<file path="config.mk">
export PLATFORM = sky130hd
export DESIGN_NAME = tx_frame_scheduler
export DESIGN_NICKNAME = d
export VERILOG_FILES = /design/src/rtl/measure_pkg.sv /design/src/rtl/rate_window.sv /design/src/rtl/tx_frame_scheduler.sv
export SDC_FILE = /design/constraint.sdc
export NUM_CORES = 1
export LEC_CHECK = 0
export ABC_AREA = 0
export CORE_ASPECT_RATIO = 1.75
export CORE_MARGIN = 2
export CORE_UTILIZATION = 52
export CTS_CLUSTER_DIAMETER = 60
export DETAILED_ROUTE_END_ITERATION = 6
export HOLD_SLACK_MARGIN = 0.15
export PLACE_DENSITY = 0.77
export RECOVER_POWER = 25
export SYNTH_ARGS = -nofsm -noshare
export SYNTH_HDL_FRONTEND = slang
export SYNTH_SLANG_ARGS = --single-unit
</file>
<file path="constraint.sdc">
create_clock -name sys_clk -period 7.3 [get_ports sys_clk]
set_input_delay 0.73 -clock sys_clk [delete_from_list [all_inputs] [get_ports sys_clk]]
set_output_delay 0.73 -clock sys_clk [all_outputs]
set_load 0.005 [all_outputs]
</file>
<file path="src/rtl/measure_pkg.sv">
// Shared types, Ethernet length limits and small arithmetic helpers for the
// measure traffic tester transmit path.
package measure_pkg;

  typedef enum logic [1:0] {
    ST_IDLE  = 2'd0,
    ST_START = 2'd1,
    ST_SEND  = 2'd2,
    ST_GAP   = 2'd3
  } tx_sched_state_t;

  localparam logic [15:0] ETH_MIN_LEN = 16'd64;
  localparam logic [15:0] ETH_MAX_LEN = 16'd1518;
  localparam logic [15:0] ARP_LEN     = 16'd64;

  function automatic logic [15:0] clamp_len(input logic [15:0] len);
    logic [15:0] res;
    if (len < ETH_MIN_LEN) begin
      res = ETH_MIN_LEN;
    end else if (len > ETH_MAX_LEN) begin
      res = ETH_MAX_LEN;
    end else begin
      res = len;
    end
    return res;
  endfunction

  // Byte gap to 8-byte XGMII words, rounded up; 33-bit sum keeps 32'hFFFF_FFFF exact.
  function automatic logic [29:0] gap_cycles(input logic [31:0] ifg);
    logic [29:0] words;
    words = 30'(({1'b0, ifg} + 33'd7) >> 3);
    if (words == 30'd0) begin
      words = 30'd1;
    end else begin
      words = words;
    end
    return words;
  endfunction

endpackage

</file>
<file path="src/rtl/rate_window.sv">
// Per-window frame and byte rate counters with saturating accumulators and
// output latches that hold the last complete window.
module rate_window #(
  parameter int unsigned TICKS_PER_SEC = 156_250_000
) (
  input  logic        clk,
  input  logic        rst,
  input  logic        frame_valid,
  input  logic [15:0] frame_bytes,
  output logic [31:0] pps,
  output logic [31:0] throughput
);

  localparam logic [31:0] TICK_LAST = 32'(TICKS_PER_SEC - 1);

  logic [31:0] tick;
  logic [31:0] frame_acc;
  logic [31:0] byte_acc;
  logic        wrap;
  logic [31:0] frame_inc;
  logic [31:0] byte_inc;
  logic [31:0] frame_next;
  logic [31:0] byte_next;
  logic [32:0] byte_sum;

  assign wrap      = (tick == TICK_LAST);
  assign frame_inc = frame_valid ? 32'd1 : 32'd0;
  assign byte_inc  = frame_valid ? {16'd0, frame_bytes} : 32'd0;
  assign byte_sum  = {1'b0, byte_acc} + {1'b0, byte_inc};

  always_comb begin
    frame_next = frame_acc;
    byte_next  = byte_acc;
    if (frame_acc == 32'hFFFF_FFFF) begin
      frame_next = frame_acc;
    end else begin
      frame_next = frame_acc + frame_inc;
    end
    if (byte_sum[32]) begin
      byte_next = 32'hFFFF_FFFF;
    end else begin
      byte_next = byte_sum[31:0];
    end
  end

  // On the wrap cycle the finished window is latched and this cycle's frame opens the next one.
  always_ff @(posedge clk or posedge rst) begin
    if (rst) begin
      tick       <= 32'd0;
      frame_acc  <= 32'd0;
      byte_acc   <= 32'd0;
      pps        <= 32'd0;
      throughput <= 32'd0;
    end else if (wrap) begin
      tick       <= 32'd0;
      frame_acc  <= frame_inc;
      byte_acc   <= byte_inc;
      pps        <= frame_acc;
      throughput <= byte_acc;
    end else begin
      tick       <= tick + 32'd1;
      frame_acc  <= frame_next;
      byte_acc   <= byte_next;
    end
  end

endmodule

</file>
<file path="src/rtl/tx_frame_scheduler.sv">
// Frame scheduler for the port-0 XGMII transmit generator: ARP/test arbitration,
// inter-frame gap, generator watchdog and per-window rate reporting.
module tx_frame_scheduler
  import measure_pkg::*;
#(
  parameter int unsigned TICKS_PER_SEC = 156_250_000,
  parameter int unsigned WDOG_CYCLES   = 4096
) (
  input  logic        sys_clk,
  input  logic        sys_rst,
  input  logic        tx_enable,
  input  logic        req_arp,
  input  logic [15:0] frame_len,
  input  logic [31:0] inter_frame_gap,
  output logic        gen_start,
  output logic        gen_arp,
  output logic [15:0] gen_len,
  input  logic        gen_done,
  output logic        busy,
  output logic        wdog_err,
  output logic [31:0] tx_pps,
  output logic [31:0] tx_throughput
);

  localparam logic [31:0] WDOG_LAST = 32'(WDOG_CYCLES - 1);

  tx_sched_state_t state;
  tx_sched_state_t next_state;
  logic        arp_pend;
  logic        req_arp_q;
  logic        arp_rise;
  logic [29:0] gap_cnt;
  logic [31:0] wdog_cnt;
  logic        start_frame;
  logic        start_arp;
  logic        load_gap;
  logic        abort;

  assign arp_rise = req_arp & ~req_arp_q;

  always_comb begin
    next_state  = state;
    start_frame = 1'b0;
    start_arp   = 1'b0;
    load_gap    = 1'b0;
    abort       = 1'b0;
    case (state)
      ST_IDLE: begin
        if (arp_pend || tx_enable) begin
          next_state  = ST_START;
          start_frame = 1'b1;
          start_arp   = arp_pend;
        end else begin
          next_state = ST_IDLE;
        end
      end
      ST_START: next_state = ST_SEND;
      ST_SEND: begin
        // A done on the terminal watchdog cycle still counts as a clean finish.
        if (gen_done) begin
          next_state = ST_GAP;
          load_gap   = 1'b1;
        end else if (wdog_cnt == WDOG_LAST) begin
          next_state = ST_GAP;
          load_gap   = 1'b1;
          abort      = 1'b1;
        end else begin
          next_state = ST_SEND;
        end
      end
      ST_GAP: begin
        if (gap_cnt <= 30'd1) begin
          next_state = ST_IDLE;
        end else begin
          next_state = ST_GAP;
        end
      end
      default: next_state = ST_IDLE;
    endcase
  end

  // Control state, ARP request capture, gap and watchdog counters.
  always_ff @(posedge sys_clk or posedge sys_rst) begin
    if (sys_rst) begin
      state     <= ST_IDLE;
      arp_pend  <= 1'b0;
      req_arp_q <= 1'b0;
      gap_cnt   <= 30'd0;
      wdog_cnt  <= 32'd0;
    end else begin
      state     <= next_state;
      req_arp_q <= req_arp;
      arp_pend  <= arp_rise | (arp_pend & ~start_arp);
      if (load_gap) begin
        gap_cnt <= gap_cycles(inter_frame_gap);
      end else if (state == ST_GAP) begin
        gap_cnt <= gap_cnt - 30'd1;
      end else begin
        gap_cnt <= gap_cnt;
      end
      if (start_frame) begin
        wdog_cnt <= 32'd0;
      end else if (state == ST_START || state == ST_SEND) begin
        wdog_cnt <= wdog_cnt + 32'd1;
      end else begin
        wdog_cnt <= wdog_cnt;
      end
    end
  end

  // Generator handshake outputs are one-cycle pulses aligned with the START state.
  always_ff @(posedge sys_clk or posedge sys_rst) begin
    if (sys_rst) begin
      gen_start <= 1'b0;
      gen_arp   <= 1'b0;
      gen_len   <= 16'd0;
      busy      <= 1'b0;
      wdog_err  <= 1'b0;
    end else begin
      gen_start <= start_frame;
      gen_arp   <= start_frame & start_arp;
      if (start_frame) begin
        gen_len <= start_arp ? ARP_LEN : clamp_len(frame_len);
      end else begin
        gen_len <= 16'd0;
      end
      busy     <= (next_state != ST_IDLE);
      wdog_err <= wdog_err | abort;
    end
  end

  rate_window #(
    .TICKS_PER_SEC(TICKS_PER_SEC)
  ) u_rate_window (
    .clk        (sys_clk),
    .rst        (sys_rst),
    .frame_valid(gen_start & ~gen_arp),
    .frame_bytes(gen_len),
    .pps        (tx_pps),
    .throughput (tx_throughput)
  );

endmodule

</file>
# After elaboration in Yosys (flattened, before gate mapping)
# Cells that the tools add are included.
[totals]
ff_bits = 246
inputBits = 53
out_inout_bits = 84
word_cells = 77
[op_classes]
n_addsub = 6
n_lt_le_gt_ge = 3
eq_ne = 7
mux = 30
n_bitwise = 9
n_reduce_logical = 7
[op_table]
columns = ["op", "count"]
rows = [
  ["two-way mux 32 bit", 7],
  ["two-way mux 30 bit", 3],
  ["two-way mux 16 bit", 5],
  ["adder 32 x 1 -> 32 bit (second input constant)", 2],
  ["adder 32 x 3 -> 33 bit (second input constant)", 1],
  ["adder 32 x 32 -> 33 bit", 1],
  ["adder 32 bit", 1],
  ["equality test 32 x 12 -> 1 bit (second input constant)", 1],
  ["equality test 32 x 28 -> 1 bit (second input constant)", 1],
  ["equality test 32 bit (second input constant)", 1],
  ["less-or-equal comparator 30 x 1 -> 1 bit (second input constant)", 1],
  ["zero test 30 bit", 1],
  ["subtractor 30 x 1 -> 30 bit (second input constant)", 1],
  ["> comparator 16 x 11 -> 1 bit (second input constant)", 1],
  ["< comparator 16 x 7 -> 1 bit (second input constant)", 1],
  ["two-way mux 1 bit", 13],
  ["case mux 2 bit (4 select lines)", 1],
  ["nonzero test 2 bit", 3],
  ["AND 1 bit", 4],
  ["equality test 2 bit (second input constant)", 2],
  ["NOT 1 bit", 3],
  ["equality test 2 x 1 -> 1 bit (second input constant)", 1],
  ["zero test 2 bit", 1],
  ["logical OR 1 bit", 2],
  ["3 further kinds", 4],
]

# Logic depth before layout (Yosys ltp)
[logic_depth]
depth_word = 6
mapped_depth = 14
ltp_nobuf = 11

# Hierarchy
# From an unflattened synthesis, not the netlist that was laid out.
[hier_totals]
hier_cells = 1403
hier_area_um2 = 12761.0
[modules_own_cells]
columns = ["mod", "instances", "cells_per_inst", "area_each_um2", "seq_area_each_um2"]
rows = [
  ["rate_window", 1, 867, 7857.5, 4003.8],
  ["tx_frame_scheduler", 1, 536, 4903.5, 2152.1],
]

# Least setup slack after synthesis
# Ideal clock, no wire load.
[synth_path]
path_kind = "register to register"
start = "register gen_start"
end = "register u_rate_window.byte_acc[10]"
setup_ps = 141
arrival_time_ps = 3147
required_ps = 7159
setup_slack_ps = 4012
stages_incl_launch_ff = 15
path_buffers = 3
period_less_slack_ps = 3288
cell_sequence = "dfrtp_1 -> nor2b_1 -> clkbuf_1 -> and2_1 -> ha_1 -> fa_1 -> a21o_1 -> a41oi_1 -> a21oi_1 -> o211ai_1 -> nand2_1 -> nand2b_1 -> clkbuf_1 -> buf_1 -> a31oi_1"
[synth_via]
elab_chain_cells = 5
[synth_lines]
columns = ["element", "line_no", "rtl"]
rows = [
  ["from (decl)", "tx_frame_scheduler.sv:15", "output logic gen_start,"],
  ["from (signal assigned)", "tx_frame_scheduler.sv:120", "gen_start <= start_frame;"],
  ["AND 1 bit (*)", "tx_frame_scheduler.sv:137", ".frame_valid(gen_start & ~gen_arp),"],
  ["two-way mux 16 bit (*)", "rate_window.sv:28", "assign byte_inc = frame_valid ? {16'd0, frame_bytes} : 32'd0;"],
  ["adder 32 x 32 -> 33 bit", "rate_window.sv:29", "assign byte_sum = {1'b0, byte_acc} + {1'b0, byte_inc};"],
  ["two-way mux 32 bit", "rate_window.sv:39", "if (byte_sum[32]) begin"],
  ["two-way mux 32 bit (*)", "rate_window.sv:54", "end else if (wrap) begin"],
  ["to (signal assigned)", "rate_window.sv:57", "byte_acc <= byte_inc;"],
  ["to (signal assigned)", "rate_window.sv:63", "byte_acc <= byte_next;"],
  ["to (decl)", "rate_window.sv:18", "logic [31:0] byte_acc;"],
]
# Mark *: on every way between the ends. The rest lies on a longest branch, timed or not.
# A chain may end at the register's enable or synchronous reset.

==> metrics.md <==
| Metric | Value |
|---|---|
| Yosys cell types | 69 |
| Tmin final | 4160 ps |
| Core Area | 23900 um^2 |
| Hold Path Class | flop to flop |
| #FFs+latches synth | 246 |
| 1st-iter DRT viols | 480 |
| Cell Rows | 75 |
| Synth warnings | 0 |
| Starting Density | 0.526 |
| Seq/Total Area, Yosys | 0.489 |
| Failing checks | max-capacitance violations, max-slew violations |
| Storage cell area | 6160 um^2 |
| ANT cells | 0 |
| Die width | 122 um |
| Worst rel slew slack | -1.00 |
| Post-DRT Antenna Nets | 0 |
| Final setup fails | 0 |
| GPL Wtd Cong | 0.911 |
| Final max-slew violation count | 175 |
| Cell Area, Placed | 14300 um^2 |
| Synth area leaders | dfrtp_1 (49%), nand2_1 (8.0%), xnor2_1 (5.6%) |
| Total Power | 3.89 mW |
| Worst hold slack | approximately 420 ps |
| CTS tree | done |
| Post-DP HPWL | a little over 20 mm |
| # DRC | 0 |
| Proportion of layout cells with a drive suffix above 1 | 0.0452 |
| Area grow syn2layout | 19.6% |
| First-pass GRT wire length | roughly 47 mm |
| Setup Skew | 22.4 ps |
| Post-synth top area share | 0.489 |
| Num CTS Buffers | 23 |
| Port Buffer Count | between 100 and 150 |
| Root buffer cell | clkbuf_16 |
| Cell taking the most area after synthesis | dfrtp_1 |
| Hold Vio Cnt, Final | 0 |
| Wire per inst | 15.6 um |
| Largest fanout on the critical path | 124 |
| Worst-Margin Slew | approximately 3000 ps |
| Detailed Route WL | 28.2 mm |
| Hold Buf Count CTS | 0 |
| Fin area | around 15000 um^2 |
| Worst EP arrival | 4110 ps |
| Nets | 1569 |
| Critical Path Source Type | primary input |
| # IOs | 137 |
| CP Class | primary input to async pin |
| Leakage | 6.72 nW |
| Vias in the first global route | just over 10000 |
| Clock transition at path regs | 70 ps |
| Number of synthesized flops with an enable pin | 0 |
| WP data required | 7240 ps |
| Worst-Skew Late Latency | 510 ps |
| Multi-input gate area | approximately 6200 um^2 |
| Post-Synthesis Cells | 1362 |
| Final Core Density | 0.629 |
| Via count | between 10000 and 15000 |
| # resized after CTS | 0 |
| Period utilization | 0.570 |
| Setup crit end kind | async pin |
| Max rail drop VDD | approximately 0.18 mV |
| Pin count of the biggest net entering global routing | 125 |
| Max Clock Freq | 240 MHz |
| Status | complete, but fails checks |
| Sink Count | approximately 250 |
| First drt pass iteration count | 5 |
| Primary FF master, synth | dfrtp_1 |
| Fill cells | 2008 |
| Deepest level of the CTS H-tree | 1 |
| Vias per cell | 5.59 |
| Clock Tree Buf Depth | 3 |
| RSZ-0062 raised after global routing | false |
| Setup bufs post-CTS | 0 |
| PD cells | 259 nW/um^2 |
| Height of the die | 210 um |
| Mapped Area | 12600 um^2 |
| Avg Inst Size Synth | 9.24 um^2 |
| Gr usage total | 0.225 |
| GRT overflow | 0 |
| Ys async rst share | 1.00 |
| Post-route setup TNS | 0 ps |
| Initial antenna violation count | 0 |
| Total of max-cap violations | 2 |
| Full die area | 25500 um^2 |
==> synth_stat cells (all sizes together) (10+ instances only) <==
master / count
nand2: 270
dfrtp: 246
nor2: 130
xnor2: 81
xor2: 70
a21oi: 54
o21ai: 51
nand3: 44
clkbuf: 40
and3: 32
nand4: 29
nor3: 29
nor4: 29
and2: 27
inv: 27
or3: 27
a31oi: 25
ha: 25
and4: 12
or4: 12
o21a: 10
==> flip-flops by register name, indices dropped and copies added (netlist names), 2 cells and up <==
name and flops:
u_rate_window.frame_acc 32, gap_cnt 30, gen_len 16, u_rate_window.tick 32, u_rate_window.byte_acc 32, wdog_cnt 32, state 2, u_rate_window.throughput 32
u_rate_window.pps 32
==> per-stage QoR <==
step / setup WS (ps) / instances
floorplan: 3340 / 1366
global placement: 3350 / 1773
detailed placement: 3280 / 1773
CTS: 3190 / 1814
global route: 2410 / 1814
finish: 3140 / 1814
==> per-layer routing <==
| layer | up-vias | track usage | share of wire |
|---|---|---|---|
| li1 | 4940 | - | - |
| met1 | 4901 | 0.271 | 0.39 |
| met2 | 232 | 0.403 | 0.53 |
| met3 | 66 | 0.0345 | 0.043 |
| met4 | 0 | 0.0844 | 0.031 |
| met5 | - | 0 | 0 |
==> path summary, 6_finish.rpt <==
kind | startpoint | endpoint | slack (ps) | depth (start not counted)
min reg2reg | req_arp_q$_DFF_PP0_ | arp_pend$_DFF_PP0_ | 420 | 1
max in group sys_clk | gen_arp$_DFF_PP0_ | u_rate_window.byte_acc[29]$_DFF_PP0_ | 3180 | 10
max reg2reg | gen_arp$_DFF_PP0_ | u_rate_window.byte_acc[29]$_DFF_PP0_ | 3180 | 10
max | sys_rst | u_rate_window.throughput[29]$_DFFE_PP0P_ | 3140 | 3
min in group asynchronous | sys_rst | gap_cnt[15]$_DFFE_PP0P_ | 810 | 2
min | req_arp_q$_DFF_PP0_ | arp_pend$_DFF_PP0_ | 420 | 1
==> power breakdown <==
| group | total, mW | switching, mW | internal, mW | leakage [nW] |
|---|---|---|---|---|
| sequential | 1.73 | 0.180 | 1.55 | 3.28 |
| clock | 1.29 | 0.515 | 0.771 | 0.388 |
| combinational | 0.879 | 0.477 | 0.402 | 3.05 |
==> cell families (layout without fill, tap and decap cells) <==
kind of cell | after synthesis | count (layout) | share of synthesized area
flip-flops | 246 | 246 | 0.489
adder cells (fa/ha/maj) | 26 | 26 | 0.0264
AO/OA/AOI/OAI | 184 | 184 | 0.0894
other | 1 | 5 | 0.000298
AND/OR/NAND/NOR | 672 | 672 | 0.260
XOR/XNOR | 151 | 151 | 0.105
buffers and inverters | 73 | 213 | 0.0226
multiplexers | 9 | 9 | 0.00725
==> worst max-delay path: stages <==
cell and delay (ps):
dlygate4sd3_1 550, clkinvlp_2 520, clkbuf_2 2170
==> cells in the final DEF, fill, tap and decap left out, drive strengths merged, types with 7 or more instances in the layout <==
master,n
nand2,270
dfrtp,246
clkdlybuf4s50,134
nor2,130
xnor2,81
xor2,70
a21oi,54
o21ai,51
nand3,44
and3,32
clkbuf,32
nand4,29
nor3,29
nor4,29
or3,27
and2,27
inv,26
a31oi,25
ha,25
and4,12
or4,12
o21a,10
nor4b,8
mux2i,8
a21o,7
buf,7
==> cell type report <==
class / instances / share of cell area
well taps: 308 / 0.0256
clock buffers: 30 / 0.0406
clock inverters: 11 / 0.0126
inverters: 27 / 0.00681
repair buffers: 145 / 0.0945
multi-input cells: 1047 / 0.411
flip-flops and latches: 246 / 0.409
(Power assumes the default switching activity.)
